**src/rtl/sqn_activity_monitor.sv**
```systemverilog
`default_nettype none
// ============================================================================
// Module   : sqn_activity_monitor
// Brief    : Counts per-bit toggles on the sqn output vector over a window of
//            valid samples and returns the totals over a valid/ready port.
// Revision : 1.0  initial release
// ============================================================================
module sqn_activity_monitor #(
    parameter int OUT_W = 3,
    parameter int CNT_W = 16,
    parameter int WIN_W = 16
) (
    input  logic                   clk,
    input  logic                   rst,
    input  logic                   start,
    input  logic [WIN_W-1:0]       win_len,
    input  logic                   in_valid,
    input  logic [OUT_W-1:0]       in_data,
    output logic                   busy,
    output logic                   rpt_valid,
    input  logic                   rpt_ready,
    output logic [OUT_W*CNT_W-1:0] rpt_toggles,
    output logic [CNT_W+1:0]       rpt_total,
    output logic [WIN_W-1:0]       rpt_samples
);

    localparam logic [1:0] c_idle   = 2'd0;
    localparam logic [1:0] c_base   = 2'd1;
    localparam logic [1:0] c_count  = 2'd2;
    localparam logic [1:0] c_report = 2'd3;

    localparam logic [CNT_W-1:0] c_cnt_max  = '1;
    localparam logic [CNT_W-1:0] c_cnt_one  = {{(CNT_W-1){1'b0}}, 1'b1};
    localparam logic [WIN_W-1:0] c_samp_one = {{(WIN_W-1){1'b0}}, 1'b1};

    logic [1:0]       r_state;
    logic [WIN_W-1:0] r_win_len;
    logic [WIN_W-1:0] r_samples;
    logic [OUT_W-1:0] r_prev;
    logic [CNT_W-1:0] r_cnt     [OUT_W];
    logic [CNT_W-1:0] w_cnt_nxt [OUT_W];
    logic [WIN_W-1:0] w_samples_inc;
    logic [CNT_W+1:0] w_total;

    assign w_samples_inc = r_samples + c_samp_one;

    genvar g;
    generate
        for (g = 0; g < OUT_W; g++) begin : g_bit
            // Counters stick at all-ones so the report never wraps to a small value.
            assign w_cnt_nxt[g] = ((in_data[g] != r_prev[g]) && (r_cnt[g] != c_cnt_max))
                                  ? (r_cnt[g] + c_cnt_one) : r_cnt[g];
            assign rpt_toggles[g*CNT_W +: CNT_W] = r_cnt[g];
        end
    endgenerate

    always_comb begin
        w_total = '0;
        for (int i = 0; i < OUT_W; i++) begin
            w_total = w_total + {2'b00, r_cnt[i]};
        end
    end

    always_ff @(posedge clk) begin
        if (rst) begin
            r_state   <= c_idle;
            r_win_len <= '0;
            r_samples <= '0;
            r_prev    <= '0;
            for (int i = 0; i < OUT_W; i++) begin
                r_cnt[i] <= '0;
            end
        end else begin
            case (r_state)
                c_idle: begin
                    // A sample arriving alongside start is not part of the window.
                    if (start) begin
                        r_win_len <= win_len;
                        r_samples <= '0;
                        for (int i = 0; i < OUT_W; i++) begin
                            r_cnt[i] <= '0;
                        end
                        r_state <= (win_len == '0) ? c_report : c_base;
                    end
                end
                c_base: begin
                    if (in_valid) begin
                        r_prev    <= in_data;
                        r_samples <= c_samp_one;
                        r_state   <= (r_win_len == c_samp_one) ? c_report : c_count;
                    end
                end
                c_count: begin
                    if (in_valid) begin
                        r_prev    <= in_data;
                        r_samples <= w_samples_inc;
                        for (int i = 0; i < OUT_W; i++) begin
                            r_cnt[i] <= w_cnt_nxt[i];
                        end
                        if (w_samples_inc == r_win_len) begin
                            r_state <= c_report;
                        end
                    end
                end
                c_report: begin
                    if (rpt_ready) begin
                        r_state <= c_idle;
                    end
                end
                default: r_state <= c_idle;
            endcase
        end
    end

    assign busy        = (r_state != c_idle);
    assign rpt_valid   = (r_state == c_report);
    assign rpt_total   = w_total;
    assign rpt_samples = r_samples;

endmodule
`default_nettype wire

```
**config.mk**
```make
export PLATFORM = sky130hd
export DESIGN_NAME = sqn_activity_monitor
export DESIGN_NICKNAME = d
export VERILOG_FILES = /design/src/rtl/sqn_activity_monitor.sv
export SDC_FILE = /design/constraint.sdc
export NUM_CORES = 1
export LEC_CHECK = 0
export BUFFER_PORTS_ARGS = -buffer_cell sky130_fd_sc_hd__buf_2
export CAP_MARGIN = 20
export CORE_ASPECT_RATIO = 0.75
export CORE_UTILIZATION = 50
export CTS_CLUSTER_SIZE = 14
export DETAILED_ROUTE_END_ITERATION = 12
export PLACE_DENSITY = 0.75
export SYNTH_ARGS = -nofsm -noshare
export SYNTH_HDL_FRONTEND = slang
export SYNTH_SLANG_ARGS = --single-unit
export TNS_END_PERCENT = 100
```
**constraint.sdc**
```tcl
create_clock -name clk -period 5.9 [get_ports clk]
set_clock_uncertainty 0.05 [all_clocks]
set_input_delay 0.59 -clock clk [delete_from_list [all_inputs] [get_ports clk]]
set_output_delay 0.59 -clock clk [all_outputs]
set_load 0.05 [all_outputs]
```
# [Yosys cells after proc, flatten, opt, wreduce, memory -nomap -nowiden]
# Memory sizes are Yosys's and may differ from the RTL's.
# Cells that the tools add are included.
[op_classes] n_eq_ne=16 add_sub_neg=6 bitwise_logic=6 n_reduce_logical=12 mux=31
[op_table] operator="$mux W16" n=12
[op_table] operator="$add A16 B1 Y16 const B" n=4
[op_table] operator="$ne A16 B16 Y1 const B" n=3
[op_table] operator="$pmux W16 S3" n=1
[op_table] operator="$add A17 B16 Y18" n=1
[op_table] operator="$add A16 B16 Y17" n=1
[op_table] operator="$eq A16 B1 Y1 const B" n=1
[op_table] operator="$eq A16 B16 Y1" n=1
[op_table] operator="$logic_not A16 Y1" n=1
[op_table] operator="$mux W2" n=6
[op_table] operator="$mux W1" n=11
[op_table] operator="$ne A2 B2 Y1 const B" n=4
[op_table] operator="$pmux W2 S4" n=1
[op_table] operator="$or A1 B1 Y1" n=6
[op_table] operator="$reduce_and A5 Y1" n=1
[op_table] operator="$eq A2 B2 Y1 const B" n=2
[op_table] operator="$reduce_and A2 Y1" n=2
[op_table] operator="$reduce_and A4 Y1" n=1
[op_table] operator="$logic_and A1 B1 Y1" n=3
[op_table] operator="$ne A1 B1 Y1" n=3
[op_table] operator="$reduce_bool A3 Y1" n=1
[op_table] operator="$eq A2 B1 Y1 const B" n=1
[op_table] operator="$logic_not A2 Y1" n=1
[op_table] operator="$ne A2 B1 Y1 const B" n=1
[op_table] operator="2 further kinds" n=2
[totals] wordCells=76 ram_bits=48 input_bits=24 n_memories=1 out_inout_bits=84 regBits=37
[mem_list] memory="r_cnt" words=3 width=16 read_ports=3 rd_ports_with_merged_regs=0 wr=3 line="40" text="logic [CNT_W-1:0] r_cnt [OUT_W];"

# [Logic depth before layout (Yosys ltp)]
# Gate-level depths: netlist of run 1.
[logic_depth] depth_word=6 ltp_mapped=13 depth_no_buf=13

# [Worst setup path after synthesis of run 1]
# OpenSTA, ideal clock, no wires.
[synth_timing] kind="flip-flop to output port" start="memory r_cnt[1][1], in the netlist r_cnt[0][17]" end="output rpt_total[15]" required_time_ns=5.260 path_stages_with_launch=12 n_path_buf=0 slack_ns=1.614 arrival_ns=3.646 path_cell_list="edfxtp_1 -> fa_1 -> ha_1 -> inv_1 -> fa_1 -> nor2b_1 -> o21ai_0 -> a21boi_0 -> or4_1 -> a41oi_1 -> a21oi_1 -> xnor2_1"
[synth_lines] item="start: declaration" line="40"
[synth_lines] item="end: declaration" line="23" text="output logic [CNT_W+1:0] rpt_total,"

==> run_results.csv, run 1 <==
group,metric,value,unit
placed_design,io_buffers,107,
worst_setup_path,r2r_cells,8,
timing,fin_hold_ws,0.4289,ns
power,pwr-share-clk,15.1,%
timing,setup_tns,0,ns
worst_setup_path,r2r-end,"r_state[0]$_SDFFE_PP0P_",
timing,setup_violations,0,
logic_synthesis,netlist_instances,643,
routing,routedWlPerCell,17.50,microns
power,switching_share,54.52,%
routing,firstDrtPassIters,5,
floorplan,die_width,125.8,microns
worst_setup_path,crit_end,"rpt_total[13]",
power,power_density,577.6,nW/um^2
grt,grt_pass1_vias,4599,
timing,worstMarginPinSlew,0.8582,ns
floorplan,coreArea,11070,sq um
timing,slew_violations,0,
clocking,ctsResizeCount,0,
logic_synthesis,synth_most_common_cell,"nand2_1",
logic_synthesis,synth_edf_count,48,
logic_synthesis,synthFlopType,"edfxtp_1",
power,p_int,1.752,mW
worst_setup_path,crit_path_start,"r_cnt[0][1]$_SDFFCE_PN0P_",
logic_synthesis,synth_top_area_share,25.09,%
floorplan,design.die.area,11930,sq um
placed_design,dp.final_hpwl,11840,microns
worst_setup_path,cp-end-kind,"output port",
cells_and_area,area_growth,16.07,%
clocking,tritoncts,"built",
grt,grt_pass1_wl,24460,microns
clocking,clockRootBuffer,"clkbuf_16",
power,vdd_drop_max,0.4504,mV
routing,dr.first_iter.drc_count,395,
worst_setup_path,arrival,3.86,ns
clocking,clock_sinks,85,
timing,final.setup.worst_slack,1.397,ns
clocking,ctsHoldBuffers,0,
routing,routed_wl,15430,microns
cells_and_area,final_layout_size_suffix_gt1_share,18.73,%
placed_design,place.gp.congestion,0.9705,
cells_and_area,antennaDiodeCount,0,
clocking,numCtsBuffers,9,
logic_synthesis,ys_top_cells_by_area,"edfxtp_1 25%, dfxtp_1 13%, fa_1 5.9%, a21oi_1 5.4%, ha_1 5.2%",
timing,fin_crit_sh,76.32,%
floorplan,start_util,51.91,%
power,p_leak,2.737,nW
grt,track_usage,26.65,%
logic_synthesis,syn_nets,708,
power,combPwrFrac,59.7,%
floorplan,io_pins,108,
logic_synthesis,ys_async_sr_fraction,0,%
logic_synthesis,synth.largest_area_cell,"edfxtp_1",
min_path,hold_path_class,"flop to flop",
cells_and_area,finalNetCount,802,
worst_setup_path,r2r-start,"rpt_samples[0]$_SDFFE_PP0P_",
timing,slew_headroom,42.65,%
floorplan,chipHeight,94.83,microns
power,pwr-share-seq,25.2,%
routing,vias_per_cell,5.782,
timing,period_needed,4.503,ns
placed_design,placed_cell_area,6339,sq um
timing,hold_violations,0,
grt,grt_max_degree,40,
grt,antenna_found_initial,0,
routing,drc,0,
cells_and_area,seqCellArea,2182,sq um
clocking,cts_setup_buffers,0,
logic_synthesis,yosys-top-cells-count,"75 x nand2_1, 64 x nor2_1, 62 x a21oi_1",
clocking,path_clk_slew,0.06,ns
worst_setup_path,reg2reg_slack,2.66,ns
floorplan,rows,33,
logic_synthesis,ys_warn_count,0,
cells_and_area,fin_area,6668,sq um
clocking,clk_path_buf_depth,2,
placed_design,preCtsSetupSlack,1.783,ns
clocking,cts-htree-levels,3,
worst_setup_path,crit_type,"flop to output port",
cells_and_area,fillerInstances,986,
logic_synthesis,synth.distinct_cells,53,
timing,fmax,222.1,MHz
cells_and_area,multi_input_area,3326,sq um
run_status,status,"finished clean",
clocking,clk_latency,0.34,ns
grt,grt-ovfl-total,0,
logic_synthesis,netlist_area,5744,sq um
logic_synthesis,avgSynthCellArea,8.934,sq um
power,p_sw,2.100,mW
logic_synthesis,ys_ff_latch,85,
logic_synthesis,yosysSeqAreaShare,37.99,%
timing,rsz0062_at_grt,"no",
worst_setup_path,crit_path_start_kind,"flop",
routing,dr_total_vias,5100,
run,cap_violations,0,
routing,antenna_left,0,
worst_setup_path,required,5.26,ns
worst_setup_path,crit_fanout,5,
==> cell families (layout without fill, tap and decap cells) <==
| group | Yosys count | count (layout) | synth area share (%) |
|---|---|---|---|
| AND/OR/NAND/NOR | 276 | 276 | 24.20 |
| AO/OA/AOI/OAI | 121 | 121 | 12.39 |
| flip-flops | 85 | 85 | 37.99 |
| XOR/XNOR | 66 | 66 | 10.06 |
| buffers and inverters | 54 | 153 | 4.204 |
| adder cells (fa/ha/maj) | 41 | 41 | 11.15 |
==> per-stage QoR <==
stage / utilization (%) / power, mW / instances
after floorplan: - / 2.729 / 643
after global placement: 57.28 / 3.214 / 865
after detailed placement: 57.28 / 3.262 / 865
after CTS: 60.12 / 3.851 / 881
after global routing: 60.26 / 4.054 / 882
final: 60.26 / 3.851 / 882
==> flip-flops by register name (all words and copies together), names as in the netlist <==
| signal | flops |
|---|---|
| r_cnt | 48 |
| r_win_len | 16 |
| rpt_samples | 16 |
| r_prev | 3 |
| r_state | 2 |
==> routing by layer <==
| metal | part of all wire (%) | global-route usage [%] |
|---|---|---|
| met5 | 0 | 0 |
| met2 | 41 | 38.47 |
| met4 | 1.3 | 6.225 |
| met1 | 49 | 40.05 |
| met3 | 9.0 | 6.119 |
==> power by group through the flow <==
stage	Sequential, mW	Combinational [mW]	Clock, mW
global route	0.993	2.45	0.613
finish	0.972	2.30	0.580
CTS	0.968	2.29	0.589
floorplan	1.22	1.51	0
detailed placement	0.980	2.28	0
global placement	0.966	2.25	0
==> area by class of cell <==
type / instances / area share, %
Clock buffer: 13 / 4.372
Clock inverter: 3 / 0.3378
Inverter: 26 / 1.464
Multi-Input combinational cell: 504 / 49.88
Sequential cell: 85 / 32.73
Tap cell: 140 / 2.627
Timing Repair Buffer: 111 / 8.594
==> placed cells by master, fill, tap and decap left out, drive strengths merged, types with 6 or more instances in the layout <==
master / instances
nand2: 75
nand3: 29
edfxtp: 48
nor3: 15
ha: 24
clkbuf: 13
or4: 7
nor4: 13
xnor2: 33
inv: 27
nand4: 13
and4: 9
o21ai: 27
xor2: 33
o21a: 6
buf: 111
or3: 14
a21oi: 62
fa: 17
nor2b: 9
dfxtp: 37
nor2: 64
and3: 14
==> critical path: stages, from the launching register on <==
cell	delay [ns]
edfxtp_1	0.48
fa_1	0.51
ha_1	0.23
inv_1	0.07
fa_1	0.21
nor2b_1	0.05
o21ai_0	0.27
a21boi_0	0.27
or4_1	0.46
a41oi_1	0.35
nor2b_1	0.21
xnor2_1	0.13
buf_2	0.28
==> worst min path at each step <==
stage                           start                     end  slack, ns  cells after the start
4_1_cts        r_prev[0]$_SDFFE_PP0P_  r_prev[0]$_SDFFE_PP0P_       0.43                      2
3_3_place_gp   r_prev[1]$_SDFFE_PP0P_  r_prev[1]$_SDFFE_PP0P_       0.41                      2
5_1_grt        r_prev[0]$_SDFFE_PP0P_  r_prev[0]$_SDFFE_PP0P_       0.44                      2
2_1_floorplan  r_prev[0]$_SDFFE_PP0P_  r_prev[0]$_SDFFE_PP0P_       0.40                      2
6_report       r_prev[2]$_SDFFE_PP0P_  r_prev[2]$_SDFFE_PP0P_       0.43                      2
3_5_place_dp   r_prev[0]$_SDFFE_PP0P_  r_prev[0]$_SDFFE_PP0P_       0.42                      2
Note: power is estimated with default switching activity, not from simulation.
==> run 2, diff against run 1 <==
==> constraint.sdc (replaced) <==
create_clock -name clk -period 4.34 [get_ports clk]
set_clock_uncertainty 0.05 [all_clocks]
set_input_delay 0.434 -clock clk [delete_from_list [all_inputs] [get_ports clk]]
set_output_delay 0.434 -clock clk [all_outputs]
set_load 0.05 [all_outputs]
==> run_results.csv, run 2 (same netlist as run 1, synthesis figures left out) <==
group,metric,value,unit
clocking,clk_path_buf_depth,2,
clocking,clockRootBuffer,"clkbuf_16",
worst_setup_path,crit_fanout,5,
power,vdd_drop_max,0.6491,mV
routing,dr.first_iter.drc_count,516,
routing,vias_per_cell,5.899,
cells_and_area,top_register,"r_cnt",
timing,period_needed,4.094,ns
floorplan,die_width,125.8,microns
placed_design,dp.final_hpwl,11690,microns
worst_setup_path,cp-end-kind,"output port",
worst_setup_path,max_stage_delay,0.51,ns
floorplan,chipHeight,94.83,microns
cells_and_area,final_cell_mix,"107 x buf_2, 75 x nand2_1, 64 x nor2_1",
worst_setup_path,worstPathCellList,"fa_1, ha_1, inv_1, fa_1, nor2b_1, o21ai_1, a21boi_0, or4_1, a41oi_2, nor2b_1, xnor2_1, buf_2",
clocking,clock_sinks,85,
placed_design,io_buffers,107,
clocking,path_clk_slew,0.06,ns
routing,antenna_left,0,
worst_setup_path,arrival,3.61,ns
grt,antenna_found_initial,0,
routing,dr_total_vias,5203,
min_path,hold_path_class,"input port to flop",
clocking,cts-htree-levels,3,
routing,firstDrtPassIters,5,
power,p_leak,2.735,nW
timing,fin_hold_ws,0.2922,ns
floorplan,io_pins,108,
timing,slew_headroom,47.28,%
grt,grt_pass1_vias,4585,
floorplan,start_util,51.91,%
routing,drc,0,
cells_and_area,finalNetCount,802,
run_status,status,"finished clean",
timing,rsz0062_at_grt,"no",
grt,grt-ovfl-total,0,
worst_setup_path,reg2reg_slack,1.08,ns
cells_and_area,final_layout_size_suffix_gt1_share,19.00,%
floorplan,coreArea,11070,sq um
timing,hold_violations,0,
timing,fmax,244.2,MHz
cells_and_area,antennaDiodeCount,0,
routing,routedWlPerCell,17.28,microns
timing,fin_crit_sh,94.34,%
clocking,numCtsBuffers,9,
cells_and_area,area_growth,15.97,%
grt,grt_max_degree,50,
worst_setup_path,critical-path-top-delay-family,"adder cells",
worst_setup_path,required,3.86,ns
timing,worstMarginPinSlew,0.7889,ns
timing,setup_tns,0,ns
clocking,tritoncts,"built",
floorplan,design.die.area,11930,sq um
worst_setup_path,path_buf_inv,2,
grt,grt_pass1_wl,23800,microns
clocking,cts_setup_buffers,0,
worst_setup_path,crit_type,"flop to output port",
cells_and_area,largest_reg_flops,48,
cells_and_area,final_common_cell,"buf_2",
run,cap_violations,0,
clocking,clk_latency,0.34,ns
timing,setup_violations,0,
placed_design,place.gp.congestion,0.9166,
worst_setup_path,crit_path_start_kind,"flop",
timing,slew_violations,0,
worst_setup_path,cpMaxStageDelayCell,"fa_1",
routing,routed_wl,15240,microns
floorplan,rows,33,
power,power_density,788.8,nW/um^2
grt,track_usage,25.89,%
==> run 2: final timing paths <==
check,from,endpoint,cells after the start
worst max-delay path,r_cnt[0][1]$_SDFFCE_PN0P_,rpt_total[13],12
worst min-delay path,win_len[11],r_win_len[11]$_SDFFE_PP0P_,3
worst max register to register,rpt_samples[0]$_SDFFE_PP0P_,r_state[0]$_SDFFE_PP0P_,8
worst min register to register,r_prev[1]$_SDFFE_PP0P_,r_prev[1]$_SDFFE_PP0P_,2
==> run 2: tightest hold or removal path, stage by stage <==
cell and delay, ns:
buf_2 0.10, nand2_1 0.05, a21oi_1 0.05
==> run 2: what timing repair did <==
item	in CTS	in global routing
hold buffers	0	0
setup endpoints to repair	0	4
gates resized for setup	0	3
==> run 2: per-layer routing <==
layer | wire length (microns) | up-vias | track usage, %
met4 | 265 | 0 | 6.928
met5 | 0 | - | 0
met3 | 1366 | 25 | 5.609
li1 | - | 2477 | -
met2 | 6044 | 233 | 35.42
met1 | 7564 | 2468 | 40.33
==> run 2: where the power goes <==
part	total (mW)	leakage, nW	switching (mW)	internal, mW
registers	1.32	0.817	0.275	1.04
clock network	0.783	0.150	0.329	0.454
logic	3.15	1.77	2.28	0.874
==> run 2: layout make-up <==
class,instances,area [sq um]
Inverter,26,97.59
Clock inverter,6,70.07
Multi-Input combinational cell,504,3341
Sequential cell,85,2182
Tap cell,140,175.2
Clock buffer,10,230.2
Fill cell,975,4404
Timing Repair Buffer,111,565.5
==> run 2: per-stage QoR <==
step           power, mW  cells  instance area (sq um)  util [%]  setup slack (ns)
3_5_place_dp       4.437    866                   6346     57.35            0.4271
5_1_grt            5.531    882                   6661     60.20           0.04763
6_report           5.254    882                   6661     60.20            0.2455
3_3_place_gp       4.386    866                   6346     57.35            0.5008
2_1_floorplan      3.710    643                   5744         -            0.2104
4_1_cts            5.229    882                   6646     60.06           0.02014
